**config.mk**
```make
export PLATFORM = sky130hd
export DESIGN_NAME = sync_fifo_thr
export DESIGN_NICKNAME = d
export VERILOG_FILES = /design/src/rtl/sync_fifo_thr.sv
export SDC_FILE = /design/constraint.sdc
export NUM_CORES = 1
export LEC_CHECK = 0
export CAP_MARGIN = 20
export CORE_MARGIN = 5
export CORE_UTILIZATION = 64
export CTS_CLUSTER_SIZE = 16
export DETAILED_ROUTE_END_ITERATION = 7
export PLACE_DENSITY_LB_ADDON = 0.15
export SLEW_MARGIN = 20
export SYNTH_ARGS = -nofsm -noshare
export SYNTH_HDL_FRONTEND = slang
export SYNTH_SLANG_ARGS = --single-unit
```
**constraint.sdc**
```tcl
create_clock -name clk -period 6.08 [get_ports clk]
set_input_delay 1.216 -clock clk [delete_from_list [all_inputs] [get_ports clk]]
set_output_delay 1.216 -clock clk [all_outputs]
set_load 0.05 [all_outputs]
```
**src/rtl/sync_fifo_thr.sv**
```systemverilog
// Single-clock FIFO with occupancy count, almost-full/almost-empty thresholds,
// sticky overflow/underflow flags and a registered read port.
// Define SYNC_FIFO_FWFT_EN for first-word-fall-through reads.
module sync_fifo_thr #(
   parameter  int DT_WIDTH   = 8,
   parameter  int F_DEPTH    = 16,
   parameter  int AFULL_TH   = F_DEPTH - 2,
   parameter  int AEMPTY_TH  = 2,
   localparam int FADD_WIDTH = $clog2(F_DEPTH)
) (
   input  logic                  clk,
   input  logic                  rst,
   input  logic                  wrt_en,
   input  logic [DT_WIDTH-1:0]   wrt_dt,
   input  logic                  rd_en,
   output logic [DT_WIDTH-1:0]   rd_dt,
   output logic                  rd_vld,
   output logic                  f_full,
   output logic                  f_empty,
   output logic                  f_afull,
   output logic                  f_aempty,
   output logic [FADD_WIDTH:0]   f_count,
   output logic                  f_ovf,
   output logic                  f_udf
);

   localparam logic [FADD_WIDTH:0] ONE_C    = (FADD_WIDTH+1)'(1);
   localparam logic [FADD_WIDTH:0] AFULL_C  = (FADD_WIDTH+1)'(AFULL_TH);
   localparam logic [FADD_WIDTH:0] AEMPTY_C = (FADD_WIDTH+1)'(AEMPTY_TH);

   logic [DT_WIDTH-1:0]   mem_q [0:F_DEPTH-1];

   logic [FADD_WIDTH:0]   wr_ptr_q, wr_ptr_d;
   logic [FADD_WIDTH:0]   rd_ptr_q, rd_ptr_d;
   logic [FADD_WIDTH:0]   count_q,  count_d;
   logic                  ovf_q,    ovf_d;
   logic                  udf_q,    udf_d;

   logic [FADD_WIDTH-1:0] wr_addr;
   logic [FADD_WIDTH-1:0] rd_addr;
   logic                  full;
   logic                  empty;
   logic                  wr_acc;
   logic                  rd_acc;

   assign wr_addr = wr_ptr_q[FADD_WIDTH-1:0];
   assign rd_addr = rd_ptr_q[FADD_WIDTH-1:0];

   // Extra wrap bit distinguishes full from empty when the low bits match.
   assign full  = (wr_ptr_q[FADD_WIDTH] != rd_ptr_q[FADD_WIDTH]) &&
                  (wr_addr == rd_addr);
   assign empty = (wr_ptr_q == rd_ptr_q);

   assign wr_acc = wrt_en && !full;
   assign rd_acc = rd_en  && !empty;

   always_comb begin
      wr_ptr_d = wr_ptr_q;
      rd_ptr_d = rd_ptr_q;
      count_d  = count_q;
      ovf_d    = ovf_q | (wrt_en & full);
      udf_d    = udf_q | (rd_en & empty);
      if (wr_acc) begin
         wr_ptr_d = wr_ptr_q + ONE_C;
      end
      if (rd_acc) begin
         rd_ptr_d = rd_ptr_q + ONE_C;
      end
      case ({wr_acc, rd_acc})
         2'b10:   count_d = count_q + ONE_C;
         2'b01:   count_d = count_q - ONE_C;
         default: count_d = count_q;
      endcase
   end

   always_ff @(posedge clk) begin
      if (rst) begin
         wr_ptr_q <= '0;
         rd_ptr_q <= '0;
         count_q  <= '0;
         ovf_q    <= 1'b0;
         udf_q    <= 1'b0;
      end else begin
         wr_ptr_q <= wr_ptr_d;
         rd_ptr_q <= rd_ptr_d;
         count_q  <= count_d;
         ovf_q    <= ovf_d;
         udf_q    <= udf_d;
      end
   end

   // Storage is never cleared; reset only suppresses the write.
   always_ff @(posedge clk) begin
      if (!rst && wr_acc) begin
         mem_q[wr_addr] <= wrt_dt;
      end
   end

`ifdef SYNC_FIFO_FWFT_EN
   // Head word is shown as soon as it exists; rd_en pops it.
   assign rd_dt  = empty ? '0 : mem_q[rd_addr];
   assign rd_vld = !empty;
`else
   logic [DT_WIDTH-1:0] rd_dt_q,  rd_dt_d;
   logic                rd_vld_q, rd_vld_d;

   always_comb begin
      rd_dt_d  = rd_dt_q;
      rd_vld_d = rd_acc;
      if (rd_acc) begin
         rd_dt_d = mem_q[rd_addr];
      end
   end

   always_ff @(posedge clk) begin
      if (rst) begin
         rd_dt_q  <= '0;
         rd_vld_q <= 1'b0;
      end else begin
         rd_dt_q  <= rd_dt_d;
         rd_vld_q <= rd_vld_d;
      end
   end

   assign rd_dt  = rd_dt_q;
   assign rd_vld = rd_vld_q;
`endif

   assign f_full   = full;
   assign f_empty  = empty;
   assign f_count  = count_q;
   assign f_afull  = (count_q >= AFULL_C);
   assign f_aempty = (count_q <= AEMPTY_C);
   assign f_ovf    = ovf_q;
   assign f_udf    = udf_q;

endmodule

```
==> flow_metrics.tcl, run 1 <==
set metrics [dict create \
    initial_utilization 0.6525 \
    num-nets-final 445 \
    yosys_warnings 0 \
    startpoint_type "register" \
    final-setup-viol-count 0 \
    drv_slew 0 \
    synth_top_area_frac 0.6054 \
    insertion_delay_ns 0.53 \
    cts-hold-fix-buffers 0 \
    h-tree-depth 4 \
    antenna_cells 0 \
    ys_ff_latch 154 \
    cp_slowest_cell "dfxtp_1" \
    p_sw_frac 0.2736 \
    path_class "reg -> out" \
    hp-class "reg -> reg" \
    run_status "finished clean" \
    layout-drive-gt1-share 0.2362 \
    cts_tree "yes" \
    cts-root-buf "clkbuf_8" \
    comb_power_share 0.173 \
    slowest_delay_ns 0.86 \
    cp.arrival_ns 2.94 \
    first_iter_violations 253 \
    vias_per_cell 6.121 \
    io_pins 32 \
    cp.required_ns 4.86 \
    synthTopCellsByCount "edfxtp_1 (128), dfxtp_1 (26), nor3_1 (24)" \
    clk_pin_slew_ns 0.06 \
    synth_flop_cell "edfxtp_1" \
    crit_fanout 20 \
    busiest_layer "met2" \
    grt_util_met2 0.3692 \
    postCtsSetupBuffers 0 \
    grt_pass1_wl_um 19800 \
    worst_pin_slew_ns 0.9598 \
    p_sw_mw 0.7266 \
    maxSlewHeadroom 0.3601 \
    grtUsageMet3 0.06518 \
    area_growth_pct 16.65 \
    synth_edf_count 128 \
    max_freq_mhz 240.6 \
    netlist_area_um2 6349 \
    dieArea_um2 12010 \
    grt_usage 0.2356 \
    cap_violations 0 \
    leakagePower_nw 2.413 \
    cts_made_buffers 17 \
    ctsResizeCount 0 \
    gp_congestion 0.7820 \
    totalWireLength_um 12620 \
    clock_sinks 154 \
    routedWlPerCell_um 22.17 \
    cp_top_family "flip-flops" \
    core_um2 9729 \
    drc 0 \
    grt_pass1_vias 3557 \
    total_power_mw 2.656 \
    yosysSeqAreaShare 0.6874 \
    crit_buf_inv 1 \
    timing.final.crit_share 0.6836 \
    drtPass1Iterations 5 \
    yosysMostFrequentCell "edfxtp_1" \
    core.rowCount 36 \
    die_x_um 109.6 \
    synth_cells 379 \
    async_flop_share 0 \
    synth_cell_types 41 \
    port_buffers 31 \
    hpwl_um 7947 \
    cts_max_path_buffers 2 \
    netlist_top_cells_area "edfxtp_1 (61%), dfxtp_1 (8.2%), mux4_2 (7.8%)" \
    grt_antenna_before_repair 0 \
    grt_overflow 0 \
    n_fill_cell 610 \
    via_count 3483 \
    crit_path_end_kind "output pin" \
    setup_tns_ns 0 \
    die_h_um 109.6 \
    yosys.area.top_type "edfxtp_1" \
    path_cells "xnor2_1, nand4_2, nor2_1, clkdlybuf4s50_1" \
    grt_max_degree 53 \
    vdd_drop_max_v 0.0002370 \
    syn_nets 401 \
    seqPwrFrac 0.454 \
    finalClockSkew_ns 0.007147 \
    use_met1 0.3249 \
    syn_avg_cell_area_um2 16.75 \
    hold_viol_final 0 \
    rsz0062_at_grt "no" \
    internal_power_mw 1.929 \
    pwr-share-clk 0.373 \
    fin_crit_ns 4.156 \
    power_density_nw_per_um2 358.6 \
    route.antenna.remaining_nets 0 \
]
-- final cells by class --
type	count	area [µm²]	area share
Timing Repair Buffer	49	445.4	0.06015
Sequential cell	154	4367	0.5896
Inverter	3	11.26	0.001521
Multi-Input combinational cell	198	1851	0.2499
Clock inverter	14	147.6	0.01994
Clock buffer	18	417.9	0.05643
Tap cell	133	166.4	0.02247
-- cells in the final DEF (no fill, tap or decap), drive strengths merged, types with 16 or more instances in the layout --
cell type      count
clkdlybuf4s50     31
edfxtp           128
dfxtp             26
mux2              16
nor2b             17
a211oi            16
clkbuf            18
mux4              24
buf               18
nor3              24
nor2              18
-- worst paths after layout --
path | cells after the start | start | endpoint | slack (ns)
hold / removal | 2 | f_udf$_SDFF_PP0_ | f_udf$_SDFF_PP0_ | 0.47
hold reg to reg | 2 | f_udf$_SDFF_PP0_ | f_udf$_SDFF_PP0_ | 0.47
setup / recovery | 4 | rd_ptr_q[3]$_SDFFE_PP0P_ | f_full | 1.92
setup reg to reg | 11 | rd_ptr_q[3]$_SDFFE_PP0P_ | f_count[4]$_SDFFE_PP0P_ | 1.94
-- flip-flops by register name (all words and copies together), names as in the netlist --
register and count:
rd_ptr_q 5, mem_q 128, f_count 5, rd_vld 1
wr_ptr_q 5, f_ovf 1, rd_dt 8, f_udf 1
-- power by group through the flow --
stage / sequential (mW) / clock, mW / combinational (mW)
after CTS: 1.21 / 1.01 / 0.462
after detailed placement: 1.23 / 0 / 0.459
after floorplan: 1.30 / 0 / 0.242
final: 1.21 / 0.991 / 0.460
after global placement: 1.23 / 0 / 0.448
after global routing: 1.21 / 1.06 / 0.489
-- layer usage --
metal,up-vias,routed length (µm)
met4,0,150
met3,14,758
li1,1580,-
met1,1785,5456
met2,104,6250
met5,-,0
-- cell families after synthesis --
kind of cell | after synthesis | synth area share
flops | 154 | 0.6874
compound gates | 45 | 0.05380
simple gates | 83 | 0.07154
xor+xnor | 16 | 0.02207
fa+ha+maj | 10 | 0.02089
mux | 44 | 0.1210
buf+inv | 27 | 0.02326
-- per-stage QoR --
stage                     utilization  hold WS, ns  instances  setup slack [ns]  area, µm²
after floorplan                     -       0.5377        379             1.785       6349
after global placement         0.7020       0.4539        537             2.245       6830
after detailed placement       0.7031       0.4594        537             2.041       6840
after CTS                      0.7612       0.4763        569             1.919       7406
after global routing           0.7612       0.5060        569             1.676       7406
final                          0.7612       0.4695        569             1.924       7406
-- worst reg2reg max path, stage by stage, from the launching register on --
cell	delay (ns)
dfxtp_1	0.86
xnor2_1	0.22
nand4_2	0.27
o21ai_2	0.83
inv_1	0.11
ha_1	0.31
fa_1	0.43
a21o_1	0.21
a21oi_1	0.24
xor2_1	0.12
or3_1	0.32
a21oi_1	0.15
Note: power is estimated with default switching activity, not from simulation.
==> run 2: changes to the inputs <==
CORE_UTILIZATION = 59   (was 64)
clock period = 4.1 ns   (was 6.08 ns; I/O delays follow)
==> run 2 against run 1 <==
Effect of this change:
- final area up 1.4%
- worst hold slack gained 0.011 ns
- critical path type unchanged
- combinational power up 47%
- largest cell class unchanged
- final cell count up 1.2%
- die area increased by 7.7%
==> flow_metrics.tcl, run 2 (synthesized netlist as in run 1, its figures left out) <==
set metrics [dict create \
    run_status "finished clean" \
    cp.required_ns 3.28 \
    totalWireLength_um 12690 \
    path_class "reg -> out" \
    layout-drive-gt1-share 0.2386 \
    cts-hold-fix-buffers 0 \
    path_cells "xnor2_1, nand4_2, nor2_1, clkdlybuf4s50_1" \
    fin_ws_ns 0.3670 \
    place_ws_ns 0.8723 \
    grt_usage 0.2149 \
    routedWlPerCell_um 22.03 \
    finalInstanceArea_um2 7511 \
    hpwl_um 7928 \
    vdd_drop_max_v 0.0003038 \
    timing.final.crit_share 0.9105 \
    num-nets-final 449 \
    whs_ns 0.4807 \
    ctsResizeCount 0 \
    drtPass1Iterations 4 \
    clock_sinks 154 \
    largest_reg_flops 128 \
    clk_pin_slew_ns 0.06 \
    grt_pass1_wl_um 20320 \
    cts_tree "yes" \
    dieArea_um2 12930 \
    maxSlewHeadroom 0.4340 \
    final_common_cell "edfxtp_1" \
    cap_violations 0 \
    h-tree-depth 4 \
    insertion_delay_ns 0.53 \
    met1_length_um 5469 \
    via_count 3500 \
    vias_per_cell 6.076 \
    slowest_delay_ns 0.87 \
    port_buffers 31 \
    finalClockSkew_ns 0.009110 \
    max_freq_mhz 267.9 \
    hold_viol_final 0 \
    drv_slew 0 \
    grt_max_degree 52 \
    setup_tns_ns 0 \
    initial_utilization 0.6095 \
    area_growth_pct 18.31 \
    most-common-layout-cells "edfxtp_1 (128), clkdlybuf4s50_1 (31), nor3_1 (24), dfxtp_1 (24)" \
    regMostFlops "mem_q" \
    cts_made_buffers 17 \
    wl_met2_um 6210 \
    first_iter_violations 228 \
    io_pins 32 \
    place_area_um2 6877 \
    grt_overflow 0 \
    route.antenna.remaining_nets 0 \
    numPlacedInstances 544 \
    final-setup-viol-count 0 \
    die_x_um 113.7 \
    core.rowCount 37 \
    antenna_cells 0 \
    hp-class "reg -> reg" \
    die_h_um 113.7 \
    gp_congestion 0.8259 \
    drc 0 \
    routed.top_layer "met4" \
    cts-root-buf "clkbuf_8" \
    fin_crit_ns 3.733 \
    final_cells 576 \
    leakagePower_nw 2.471 \
    rsz0062_at_grt "no" \
    core_um2 10420 \
    grt_antenna_before_repair 0 \
    worst_pin_slew_ns 0.8479 \
    grt_pass1_vias 3629 \
    postCtsSetupBuffers 0 \
    cp_slowest_cell "dfxtp_1" \
    cts_max_path_buffers 2 \
    wl_met3_um 774 \
    crit_path_end_kind "output pin" \
    crit_fanout 20 \
    startpoint_type "register" \
    power_density_nw_per_um2 549.9 \
    cp.arrival_ns 2.91 \
]
[run 2: through the flow]
stage | utilization | total power, mW
3_3_place_gp | 0.6602 | 2.489
2_1_floorplan | - | 2.294
6_report | 0.7211 | 4.130
5_1_grt | 0.7211 | 4.275
3_5_place_dp | 0.6602 | 2.500
4_1_cts | 0.7211 | 4.154
[run 2: cell type report]
class / instances / area, µm²
clock buffer: 18 / 417.9
clock inverter: 14 / 216.5
fill: 649 / 2905
inverter: 3 / 11.26
multi-input combinational: 198 / 1853
sequential: 154 / 4367
tap: 136 / 170.2
timing repair buffer: 53 / 475.5
[run 2: critical path, delay by kind of cell (launching register included)]
family                 cells  cell delay [ns]
XOR/XNOR                   1             0.21
AND/OR/NAND/NOR            2             0.45
buffers and inverters      1             0.84
flip-flops                 1             0.87
[run 2: report_power, final]
part           internal [mW]  switching, mW
clock network           1.05          0.613
registers               1.75         0.0422
logic                  0.253          0.424
[run 2: worst paths after layout]
check                           startpoint                 endpoint  slack, ns  cells past startpoint
setup reg to reg  rd_ptr_q[3]$_SDFFE_PP0P_  f_count[4]$_SDFFE_PP0P_       0.86                     11
hold reg to reg           f_ovf$_SDFF_PP0_         f_ovf$_SDFF_PP0_       0.48                      2
hold / removal            f_ovf$_SDFF_PP0_         f_ovf$_SDFF_PP0_       0.48                      2
setup / recovery  rd_ptr_q[3]$_SDFFE_PP0P_                   f_full       0.37                      4
[run 2: metal layers]
layer  vias up  global-route usage
met3        22             0.05729
met4         0             0.07131
met2       123              0.3416
met1      1760              0.2915
met5         -                   0
li1       1595                   -
==> run 3: changes to the inputs <==
CORE_UTILIZATION = 64   (was 59)
SLEW_MARGIN = 30   (was 20)
clock period = 4.62 ns   (was 4.1 ns; I/O delays follow)
==> run 3 against run 2 <==
Effect of this change:
- register-to-register slack got worse by 0.21 ns
- sequential cell count unchanged
- via count is 1.8% lower
- routed wire length shrank 4.8%
- first-iteration DRC count increased by 7.0%
- final area is 1.0% lower
- sequential power shrank 11%
- combinational power fell by 11%
- worst hold slack got worse by 0.0092 ns
- clock-buffer cell count unchanged
- critical path type is now reg -> reg
- critical endpoint is now f_count[4]$_SDFFE_PP0P_
- largest cell class unchanged
- largest power group unchanged
==> flow_metrics.tcl, run 3 (synthesized netlist as in run 1, its figures left out) <==
set metrics [dict create \
    run_status "finished clean" \
    layout-drive-gt1-share 0.2311 \
    p_sw_mw 0.9476 \
    antenna_cells 0 \
    crit_fanout 22 \
    cts_max_path_buffers 2 \
    worst_pin_slew_ns 0.9720 \
    grt_pass1_vias 3499 \
    first_iter_violations 244 \
    reg2regPathDepth 11 \
    crit_buf_inv 1 \
    drv_slew 0 \
    cts-hold-fix-buffers 0 \
    area_growth_pct 17.09 \
    clk_pin_slew_ns 0.06 \
    core_um2 9729 \
    num-nets-final 447 \
    n_fill_cell 601 \
    regMostFlops "mem_q" \
    gp_congestion 0.8140 \
    min_to "f_ovf$_SDFF_PP0_" \
    grt_max_degree 52 \
    final-setup-viol-count 0 \
    most-common-layout-cells "edfxtp_1 (128), clkdlybuf4s50_1 (31), nor3_1 (24), dfxtp_1 (24), mux4_2 (22)" \
    drc 0 \
    fin_crit_ns 3.968 \
    largest_reg_flops 128 \
    hpwl_um 7676 \
    seqPwrFrac 0.447 \
    routedWlPerCell_um 21.19 \
    internal_power_mw 2.597 \
    path_common_cell "a21oi_1" \
    core.rowCount 36 \
    ctsResizeCount 0 \
    multi_input_area_um2 1841 \
    grt_usage 0.2215 \
    h-tree-depth 4 \
    whs_ns 0.4715 \
    power_density_nw_per_um2 476.8 \
    setup_tns_ns 0 \
    grt_pass1_wl_um 18830 \
    cts_made_buffers 17 \
    grt_overflow 0 \
    fin_util 0.7640 \
    r2r-start "rd_ptr_q[3]$_SDFFE_PP0P_" \
    reg2reg_slack_ns 0.65 \
    final_common_cell "edfxtp_1" \
    die_x_um 109.6 \
    p_sw_frac 0.2673 \
    cp_slowest_cell "o21ai_2" \
    cap_violations 0 \
    timing.final.crit_share 0.8589 \
    path_cells "xnor2_1, nand4_2, o21ai_2, inv_1, ha_1, fa_1, a21o_1, a21oi_1, xor2_1, or3_1, a21oi_1" \
    vias_per_cell 6.030 \
    leakagePower_nw 2.439 \
    r2r-end "f_count[4]$_SDFFE_PP0P_" \
    cts-root-buf "clkbuf_8" \
    worstHoldStart "f_ovf$_SDFF_PP0_" \
    startpoint_type "register" \
    pwr-share-clk 0.383 \
    route.antenna.remaining_nets 0 \
    crit_start "rd_ptr_q[3]$_SDFFE_PP0P_" \
    cp.arrival_ns 4.41 \
    hold_viol_final 0 \
    clock_sinks 154 \
    die_h_um 109.6 \
    vdd_drop_max_v 0.0002961 \
    insertion_delay_ns 0.52 \
    hp-class "reg -> reg" \
    finalClockSkew_ns 0.007906 \
    maxSlewHeadroom 0.3519 \
    port_buffers 31 \
    dieArea_um2 12010 \
    totalWireLength_um 12080 \
    cp.required_ns 5.07 \
    drtPass1Iterations 4 \
    crit_path_end_kind "register" \
    postCtsSetupBuffers 0 \
    rsz0062_at_grt "no" \
    hold_depth 2 \
    io_pins 32 \
    grt_antenna_before_repair 0 \
    slowest_delay_ns 0.83 \
    cp_top_family "compound AO/OA/AOI/OAI gates" \
    via_count 3437 \
    initial_utilization 0.6525 \
    layout.area.seq_um2 4367 \
    comb_power_share 0.169 \
    cts_tree "yes" \
    path_class "reg -> reg" \
    max_freq_mhz 252.0 \
]
-- run 3: metal layers --
layer  track usage  share of wire  vias up
met5             0              0        -
met3       0.05755          0.057       12
li1              -              -     1585
met1        0.3034           0.44     1746
met2        0.3553           0.49       94
met4       0.06411          0.011        0
-- run 3: worst max-delay path by stage --
stage | to | slack [ns] | cells past startpoint
floorplan | f_aempty | 0.62 | 1
global placement | f_count[4]$_SDFFE_PP0P_ | 0.83 | 11
detailed placement | f_count[4]$_SDFFE_PP0P_ | 0.66 | 11
CTS | f_count[4]$_SDFFE_PP0P_ | 0.65 | 11
global route | f_count[4]$_SDFFE_PP0P_ | 0.41 | 11
finish | f_count[4]$_SDFFE_PP0P_ | 0.65 | 11
-- run 3: layout make-up --
| cell class | instances | share of cell area |
|---|---|---|
| sequential | 154 | 0.5874 |
| multi-input combinational | 198 | 0.2476 |
| timing repair buffer | 51 | 0.06194 |
| clock buffer | 18 | 0.05622 |
| clock inverter | 13 | 0.02289 |
| tap | 133 | 0.02239 |
| inverter | 3 | 0.001515 |
-- run 3: tightest hold or removal path: cells and delay by family, from the launching register on --
family	cells	cell delay, ns
compound gates	1	0.04
flops	1	0.33
simple gates	1	0.07
-- run 3: power groups by stage --
stage	Clock, mW	Sequential (mW)	Combinational, mW
3_3_place_gp	0	1.61	0.589
6_report	1.36	1.59	0.601
3_5_place_dp	0	1.61	0.603
5_1_grt	1.45	1.59	0.641
2_1_floorplan	0	1.72	0.318
4_1_cts	1.38	1.59	0.606
-- run 3: metrics by stage --
stage                     cell area [µm²]  setup slack (ns)  power (mW)  instances
after floorplan                      6349            0.6173       2.035        379
after global placement               6845            0.8348       2.201        539
after detailed placement             6845            0.6588       2.217        539
after CTS                            7433            0.6485       3.568        570
after global routing                 7433            0.4053       3.681        570
final                                7433            0.6518       3.545        570
